--- config.mk ---
export PLATFORM = sky130hd
export DESIGN_NAME = mem_arbiter_flat
export DESIGN_NICKNAME = d
export VERILOG_FILES = /design/src/rtl/mem_arbiter_if.sv /design/src/rtl/mem_arbiter.sv /design/src/flat_wrapper.sv
export SDC_FILE = /design/constraint.sdc
export NUM_CORES = 1
export LEC_CHECK = 0
export BUFFER_PORTS_ARGS = -buffer_cell sky130_fd_sc_hd__buf_2
export CORE_MARGIN = 2
export CORE_UTILIZATION = 42
export DETAILED_ROUTE_END_ITERATION = 12
export PLACE_DENSITY = 0.81
export SYNTH_ARGS = -nofsm -noshare
export SYNTH_HDL_FRONTEND = slang
export SYNTH_SLANG_ARGS = --single-unit
--- constraint.sdc ---
create_clock -name clk -period 3.7 [get_ports clk]
set_input_delay 0.74 -clock clk [delete_from_list [all_inputs] [get_ports clk]]
set_output_delay 0.74 -clock clk [all_outputs]
set_load 0.03 [all_outputs]
--- src/rtl/mem_arbiter_if.sv ---
// mem_arbiter_if: bundle of every handshake and memory bus signal around the
// three-port memory arbiter.
//
// Ports (as seen from the arbiter, modport slave):
//   if_req/if_addr           in   instruction fetch read request
//   if_gnt/if_rvalid/if_rdata out grant pulse, read valid, read data for IF
//   d_req/d_wr/d_addr/d_wdata in   CPU data port request
//   d_gnt/d_rvalid/d_rdata    out  grant pulse, read valid, read data for D
//   x_req/x_wr/x_addr/x_wdata in   loader/debug port request
//   x_gnt/x_rvalid/x_rdata    out  grant pulse, read valid, read data for X
//   mem_en/mem_wr/mem_addr/mem_wdata out  registered single-port RAM command
//   mem_rdata                 in   RAM read data, valid the cycle after a read
//   busy                      out  arbiter is granting or has a read in flight
// Modport master is the mirror image used by requesters and the RAM model.
interface mem_arbiter_if #(
    parameter int AW = 12,
    parameter int DW = 8
);
    logic          if_req;
    logic [AW-1:0] if_addr;
    logic          if_gnt;
    logic          if_rvalid;
    logic [DW-1:0] if_rdata;

    logic          d_req;
    logic          d_wr;
    logic [AW-1:0] d_addr;
    logic [DW-1:0] d_wdata;
    logic          d_gnt;
    logic          d_rvalid;
    logic [DW-1:0] d_rdata;

    logic          x_req;
    logic          x_wr;
    logic [AW-1:0] x_addr;
    logic [DW-1:0] x_wdata;
    logic          x_gnt;
    logic          x_rvalid;
    logic [DW-1:0] x_rdata;

    logic          mem_en;
    logic          mem_wr;
    logic [AW-1:0] mem_addr;
    logic [DW-1:0] mem_wdata;
    logic [DW-1:0] mem_rdata;

    logic          busy;

    modport slave (
        input  if_req, if_addr,
        input  d_req, d_wr, d_addr, d_wdata,
        input  x_req, x_wr, x_addr, x_wdata,
        input  mem_rdata,
        output if_gnt, if_rvalid, if_rdata,
        output d_gnt, d_rvalid, d_rdata,
        output x_gnt, x_rvalid, x_rdata,
        output mem_en, mem_wr, mem_addr, mem_wdata,
        output busy
    );

    modport master (
        output if_req, if_addr,
        output d_req, d_wr, d_addr, d_wdata,
        output x_req, x_wr, x_addr, x_wdata,
        output mem_rdata,
        input  if_gnt, if_rvalid, if_rdata,
        input  d_gnt, d_rvalid, d_rdata,
        input  x_gnt, x_rvalid, x_rdata,
        input  mem_en, mem_wr, mem_addr, mem_wdata,
        input  busy
    );
endinterface

--- src/rtl/mem_arbiter.sv ---
// mem_arbiter: round-robin arbiter sharing one single-port synchronous RAM
// between instruction fetch (IF, read-only), CPU data (D) and loader/debug (X).
// A request sampled in IDLE becomes a one-cycle GRANT with a registered RAM
// command; read data comes back to the issuing port one cycle later.
//
// Ports:
//   clk     in   clock, all state changes on the rising edge
//   reset_  in   asynchronous active-low reset
//   bus     slave side of mem_arbiter_if (requester handshakes + RAM bus)
module mem_arbiter #(
    parameter int AW = 12,
    parameter int DW = 8
) (
    input  logic          clk,
    input  logic          reset_,
    mem_arbiter_if.slave  bus
);
    typedef enum logic {IDLE, GRANT} state_t;

    localparam logic [1:0] PORT_IF = 2'd0;
    localparam logic [1:0] PORT_D  = 2'd1;
    localparam logic [1:0] PORT_X  = 2'd2;

    state_t        state;
    state_t        state_next;
    logic [2:0]    reqs;
    logic          any_req;
    logic [1:0]    ptr;
    logic [1:0]    pick;
    logic [1:0]    winner;
    logic          pick_wr;
    logic [AW-1:0] pick_addr;
    logic [DW-1:0] pick_wdata;
    logic          wr_q;
    logic [AW-1:0] addr_q;
    logic [DW-1:0] wdata_q;
    logic          rd_pend;
    logic [1:0]    rd_owner;
    logic          granting;

    // State register.
    always_ff @(posedge clk or negedge reset_) begin
        if (!reset_) begin
            state <= IDLE;
        end else begin
            state <= state_next;
        end
    end

    // Next state plus the grant-cycle outputs. GRANT always lasts exactly one
    // cycle, so a held request is re-arbitrated every second cycle.
    always_comb begin
        state_next = state;
        granting   = 1'b0;
        case (state)
            IDLE:  if (any_req) state_next = GRANT;
            GRANT: begin
                granting   = 1'b1;
                state_next = IDLE;
            end
        endcase
        bus.mem_en    = granting;
        bus.mem_wr    = granting && wr_q;
        bus.mem_addr  = addr_q;
        bus.mem_wdata = wdata_q;
        bus.if_gnt    = granting && (winner == PORT_IF);
        bus.d_gnt     = granting && (winner == PORT_D);
        bus.x_gnt     = granting && (winner == PORT_X);
        bus.busy      = granting || rd_pend;
    end

    // Round-robin pick: search starts at the pointer port and wraps IF->D->X.
    // The IF port has no write path, so its command is always a read.
    always_comb begin
        reqs       = {bus.x_req, bus.d_req, bus.if_req};
        any_req    = |reqs;
        pick       = PORT_IF;
        pick_wr    = 1'b0;
        pick_addr  = bus.if_addr;
        pick_wdata = '0;
        case (ptr)
            PORT_D:  pick = reqs[1] ? PORT_D : (reqs[2] ? PORT_X : PORT_IF);
            PORT_X:  pick = reqs[2] ? PORT_X : (reqs[0] ? PORT_IF : PORT_D);
            default: pick = reqs[0] ? PORT_IF : (reqs[1] ? PORT_D : PORT_X);
        endcase
        case (pick)
            PORT_D: begin
                pick_wr    = bus.d_wr;
                pick_addr  = bus.d_addr;
                pick_wdata = bus.d_wdata;
            end
            PORT_X: begin
                pick_wr    = bus.x_wr;
                pick_addr  = bus.x_addr;
                pick_wdata = bus.x_wdata;
            end
            default: begin
                pick_wr    = 1'b0;
                pick_addr  = bus.if_addr;
                pick_wdata = '0;
            end
        endcase
    end

    // Command capture on the IDLE->GRANT edge, pointer rotation past the
    // winner, and read tracking: a read GRANT arms rd_pend for exactly the
    // following cycle, which is when the RAM presents its data.
    always_ff @(posedge clk or negedge reset_) begin
        if (!reset_) begin
            ptr      <= PORT_IF;
            winner   <= PORT_IF;
            wr_q     <= 1'b0;
            addr_q   <= '0;
            wdata_q  <= '0;
            rd_pend  <= 1'b0;
            rd_owner <= PORT_IF;
        end else begin
            rd_pend <= (state == GRANT) && !wr_q;
            if (state == GRANT) begin
                rd_owner <= winner;
            end
            if ((state == IDLE) && any_req) begin
                winner  <= pick;
                ptr     <= (pick == PORT_X) ? PORT_IF : pick + 2'd1;
                wr_q    <= pick_wr;
                addr_q  <= pick_addr;
                wdata_q <= pick_wdata;
            end
        end
    end

    // Read return: RAM data is shared by all ports but only shown to the
    // port whose read is completing, zero elsewhere.
    always_comb begin
        bus.if_rvalid = rd_pend && (rd_owner == PORT_IF);
        bus.d_rvalid  = rd_pend && (rd_owner == PORT_D);
        bus.x_rvalid  = rd_pend && (rd_owner == PORT_X);
        bus.if_rdata  = bus.if_rvalid ? bus.mem_rdata : '0;
        bus.d_rdata   = bus.d_rvalid  ? bus.mem_rdata : '0;
        bus.x_rdata   = bus.x_rvalid  ? bus.mem_rdata : '0;
    end
endmodule

--- src/flat_wrapper.sv ---
// flat-port wrapper written by rule: the top's interface ports become plain ports
module mem_arbiter_flat 
#(
    parameter int AW = 12,
    parameter int DW = 8
)
  (clk, reset_, bus_if_req, bus_if_addr, bus_d_req, bus_d_wr, bus_d_addr, bus_d_wdata, bus_x_req, bus_x_wr, bus_x_addr, bus_x_wdata, bus_mem_rdata, bus_if_gnt, bus_if_rvalid, bus_if_rdata, bus_d_gnt, bus_d_rvalid, bus_d_rdata, bus_x_gnt, bus_x_rvalid, bus_x_rdata, bus_mem_en, bus_mem_wr, bus_mem_addr, bus_mem_wdata, bus_busy);
  mem_arbiter_if #(.AW(AW), .DW(DW)) bus_i ();
  input  logic clk;
  input  logic reset_;
  input wire logic [$bits(bus_i.if_req)-1:0] bus_if_req;
  input wire logic [$bits(bus_i.if_addr)-1:0] bus_if_addr;
  input wire logic [$bits(bus_i.d_req)-1:0] bus_d_req;
  input wire logic [$bits(bus_i.d_wr)-1:0] bus_d_wr;
  input wire logic [$bits(bus_i.d_addr)-1:0] bus_d_addr;
  input wire logic [$bits(bus_i.d_wdata)-1:0] bus_d_wdata;
  input wire logic [$bits(bus_i.x_req)-1:0] bus_x_req;
  input wire logic [$bits(bus_i.x_wr)-1:0] bus_x_wr;
  input wire logic [$bits(bus_i.x_addr)-1:0] bus_x_addr;
  input wire logic [$bits(bus_i.x_wdata)-1:0] bus_x_wdata;
  input wire logic [$bits(bus_i.mem_rdata)-1:0] bus_mem_rdata;
  output wire logic [$bits(bus_i.if_gnt)-1:0] bus_if_gnt;
  output wire logic [$bits(bus_i.if_rvalid)-1:0] bus_if_rvalid;
  output wire logic [$bits(bus_i.if_rdata)-1:0] bus_if_rdata;
  output wire logic [$bits(bus_i.d_gnt)-1:0] bus_d_gnt;
  output wire logic [$bits(bus_i.d_rvalid)-1:0] bus_d_rvalid;
  output wire logic [$bits(bus_i.d_rdata)-1:0] bus_d_rdata;
  output wire logic [$bits(bus_i.x_gnt)-1:0] bus_x_gnt;
  output wire logic [$bits(bus_i.x_rvalid)-1:0] bus_x_rvalid;
  output wire logic [$bits(bus_i.x_rdata)-1:0] bus_x_rdata;
  output wire logic [$bits(bus_i.mem_en)-1:0] bus_mem_en;
  output wire logic [$bits(bus_i.mem_wr)-1:0] bus_mem_wr;
  output wire logic [$bits(bus_i.mem_addr)-1:0] bus_mem_addr;
  output wire logic [$bits(bus_i.mem_wdata)-1:0] bus_mem_wdata;
  output wire logic [$bits(bus_i.busy)-1:0] bus_busy;
  assign bus_i.if_req = bus_if_req;
  assign bus_i.if_addr = bus_if_addr;
  assign bus_i.d_req = bus_d_req;
  assign bus_i.d_wr = bus_d_wr;
  assign bus_i.d_addr = bus_d_addr;
  assign bus_i.d_wdata = bus_d_wdata;
  assign bus_i.x_req = bus_x_req;
  assign bus_i.x_wr = bus_x_wr;
  assign bus_i.x_addr = bus_x_addr;
  assign bus_i.x_wdata = bus_x_wdata;
  assign bus_i.mem_rdata = bus_mem_rdata;
  assign bus_if_gnt = bus_i.if_gnt;
  assign bus_if_rvalid = bus_i.if_rvalid;
  assign bus_if_rdata = bus_i.if_rdata;
  assign bus_d_gnt = bus_i.d_gnt;
  assign bus_d_rvalid = bus_i.d_rvalid;
  assign bus_d_rdata = bus_i.d_rdata;
  assign bus_x_gnt = bus_i.x_gnt;
  assign bus_x_rvalid = bus_i.x_rvalid;
  assign bus_x_rdata = bus_i.x_rdata;
  assign bus_mem_en = bus_i.mem_en;
  assign bus_mem_wr = bus_i.mem_wr;
  assign bus_mem_addr = bus_i.mem_addr;
  assign bus_mem_wdata = bus_i.mem_wdata;
  assign bus_busy = bus_i.busy;
  mem_arbiter #(.AW(AW), .DW(DW)) u_core (.clk(clk), .reset_(reset_), .bus(bus_i));
endmodule
==> results.txt <==
Post-CTS Setup Bufs - 0
Slew headroom - 46.08%
Area contributors post-synth - dfrtp_1 40%, and2_1 8.9%, mux2_2 5.6%
DRC violations left - 0
Max clock buf depth - 2
Post-DP HPWL - 3.736 mm
WL final - 5.047 mm
Worst-Skew Late Latency - 0.28 ns
DIE AREA - 4874 um^2
Post-synth top area share - 39.89%
Row count - 23
WS Path Type - reg2reg
Post-synthesis mux area share - 10.52%
Post-synth EDFFs - 0
H-tree depth - 2
Global route overflow - 0
Crit-path max cell delay - 0.81 ns
Hold/Removal Path Class - reg2reg
Initial drt markers - 94
Initial Util - 44.52%
Fmax - 0.3417 GHz
Critical Path Source Type - flip-flop
Antenna Nets Post-Route - 0
Final number of setup-violating endpoints - 0
Buf/Inv on CP - 2
Setup TNS - 0 ns
Commonest cells in the netlist - 29 x dfrtp_1, 26 x and2_1, 14 x nor2_1
Yosys warning total - 0
Asr flop ratio synth - 100.0%
CTS tree - yes
Crit share post-route - 79.10%
Distinct cells, synth - 29
CP max stage cell - ha_1
CORE AREA - 4086 um^2
CTS resizes - 0
Pin count of the biggest net entering global routing - 30
Fin crit period - 2.927 ns
Post-Synth Adder-Cell Area - 4.127%
First-pass GRT wire length - 8.183 mm
Vias per inst - 5.209
Antenna violations before repair - 0
Hold Buf Count CTS - 0
Synth Flop Type - dfrtp_1
CTS Sinks - 29
Die Span X - 69.82 um
Synthesis-to-layout area growth - 39.20%
Skew final - 0.002241 ns
ANT cells - 0
Gpl congestion - 0.7717
Final Hold Viols - 0
Crit path DAT - 3.10 ns
Number of CTS-inserted buffers - 5
Crit. End Element - flip-flop
Syn Nets - 266
Xor/xnor share of the synthesized area - 0%
IR drop worst, VDD - 0.0005048 V
Slew Viols, Final - 0
Lkg Pwr - 1.398 nW
Setup slack, reg-to-reg - 0.77 ns
Critical path's top delay family - adder cells
Wirelength per Cell - 14.10 um
Filler cells - 363
Largest family of logic cells by synthesized area - simple AND/OR/NAND/NOR gates
Port buffer count - 119
Compound-Gate Fraction of Synth Area - 16.92%
Simple logic cell fraction of the synthesized area - 24.35%
DRT Pass-1 Iters - 4
Post-Syn Area - 1819 um^2
CTS clock-pin slew for the worst setup and hold paths - 0.06 ns
Cells after Synth - 193
Fraction of layout cells with a size suffix above 1 - 48.05%
Most common cell in the synthesized netlist - dfrtp_1
Nets - 380
Slew @ Worst Pin - 0.8088 ns
Die Height - 69.82 um
Area leader, netlist - dfrtp_1
Critical path required time - 3.87 ns
Worst path cell trace - inv_1 > ha_1 > or4b_1 > o211ai_1 > inv_1 > ha_1 > a21oi_1 > mux2_4
Seq/Total Area, Yosys - 39.89%
Vias in the first global route - 1748
Via count - 1865
Mapped Avg Cell Area - 9.426 um^2
Power per cell area - 880.0 nW/um^2
Max-cap viol count - 0
RSZ-0062 raised after global routing - no
Total track usage - 21.00%
CTS Root Cell - clkbuf_8
WHS - 0.4307 ns
IO Pins - 120
Synth Register Bits - 29
Critical path peak fanout - 26
Status - finished, final reports clean
-- flip-flops by register name, indices dropped and copies added, names as in the netlist --
name                  cells
u_core.wr_q               1
u_core.bus.mem_addr      12
u_core.state              1
u_core.ptr                2
u_core.rd_owner           2
u_core.bus.mem_wdata      8
u_core.winner             2
u_core.rd_pend            1
-- per-layer routing --
layer  up-vias  track usage (%)  wire (um)
li1        913                -          -
met1       849            24.40       2020
met2        90            36.19       2524
met3        13            6.831        408
met4         0            7.265         93
met5         -                0          0
-- report_power, final --
group / internal (mW) / switching [mW]
clock: 0.168 / 0.122
sequential: 0.457 / 0.0888
combinational: 0.539 / 0.853
total: 1.16 / 1.06
-- area by class of cell --
class                   count  area, um^2  share of cell area [%]
well taps                  50       62.56                   2.470
multi-input cells         146        1017                   40.17
repair buffers            121       610.6                   24.11
clock inverters             1       5.005                  0.1976
clock buffers               7       96.34                   3.804
inverters                   4       15.01                  0.5929
flip-flops and latches     29       725.7                   28.66
-- metrics by stage --
stage / instance area [um^2] / total power [mW] / cells / worst slack (ns) / util [%]
after CTS: 2532 / 2.238 / 358 / 0.8037 / 61.97
after detailed placement: 2431 / 1.946 / 350 / 0.6535 / 59.49
final: 2532 / 2.229 / 358 / 0.7734 / 61.97
after global placement: 2431 / 1.914 / 350 / 0.6885 / 59.49
after floorplan: 1819 / 1.575 / 193 / 0.9917 / -
after global routing: 2532 / 2.395 / 358 / 0.5348 / 61.97
-- cells in the final DEF, fill, tap and decap left out --
master,Yosys,layout
and2_1,26,26
a22oi_1,12,12
or3_2,1,1
buf_4,0,2
or4b_1,1,1
a31oi_1,1,1
nand3b_1,1,1
nor3b_1,3,3
mux2_4,6,6
buf_2,1,119
a22o_1,9,9
or2_2,1,1
nand4_1,9,9
nand3_1,2,2
nor2_1,14,14
nor2_4,1,1
clkbuf_8,0,7
nor2b_1,2,2
nor3_1,1,1
o21ai_0,12,12
mux2_2,9,9
and3b_1,2,2
inv_1,4,4
nor3_4,1,1
o211ai_1,1,1
a21oi_1,13,13
ha_1,6,6
clkinv_2,0,1
dfrtp_1,29,29
nand2_1,12,12
-- cell families (layout without fill, tap and decap cells) --
| kind of cell | count (synthesis) | in the layout |
|---|---|---|
| buffers and inverters | 18 | 133 |
| multiplexers | 15 | 15 |
| flip-flops | 29 | 29 |
| adder cells (fa/ha/maj) | 6 | 6 |
| AO/OA/AOI/OAI | 48 | 48 |
| AND/OR/NAND/NOR | 77 | 77 |
-- path summary, 6_finish.rpt --
kind,from,end,depth (start not counted)
hold / removal,u_core.wr_q$_DFFE_PN0P_,u_core.rd_pend$_DFF_PN0_,1
setup / recovery,u_core.ptr[0]$_DFFE_PN0P_,u_core.bus.mem_addr[11]$_DFFE_PN0P_,8
min in group asynchronous,reset_,u_core.bus.mem_addr[9]$_DFFE_PN0P_,1
hold reg to reg,u_core.wr_q$_DFFE_PN0P_,u_core.rd_pend$_DFF_PN0_,1
max in group asynchronous,reset_,u_core.bus.mem_wdata[6]$_DFFE_PN0P_,1
setup reg to reg,u_core.ptr[0]$_DFFE_PN0P_,u_core.bus.mem_addr[11]$_DFFE_PN0P_,8
Power figures use the tool's default switching activity.
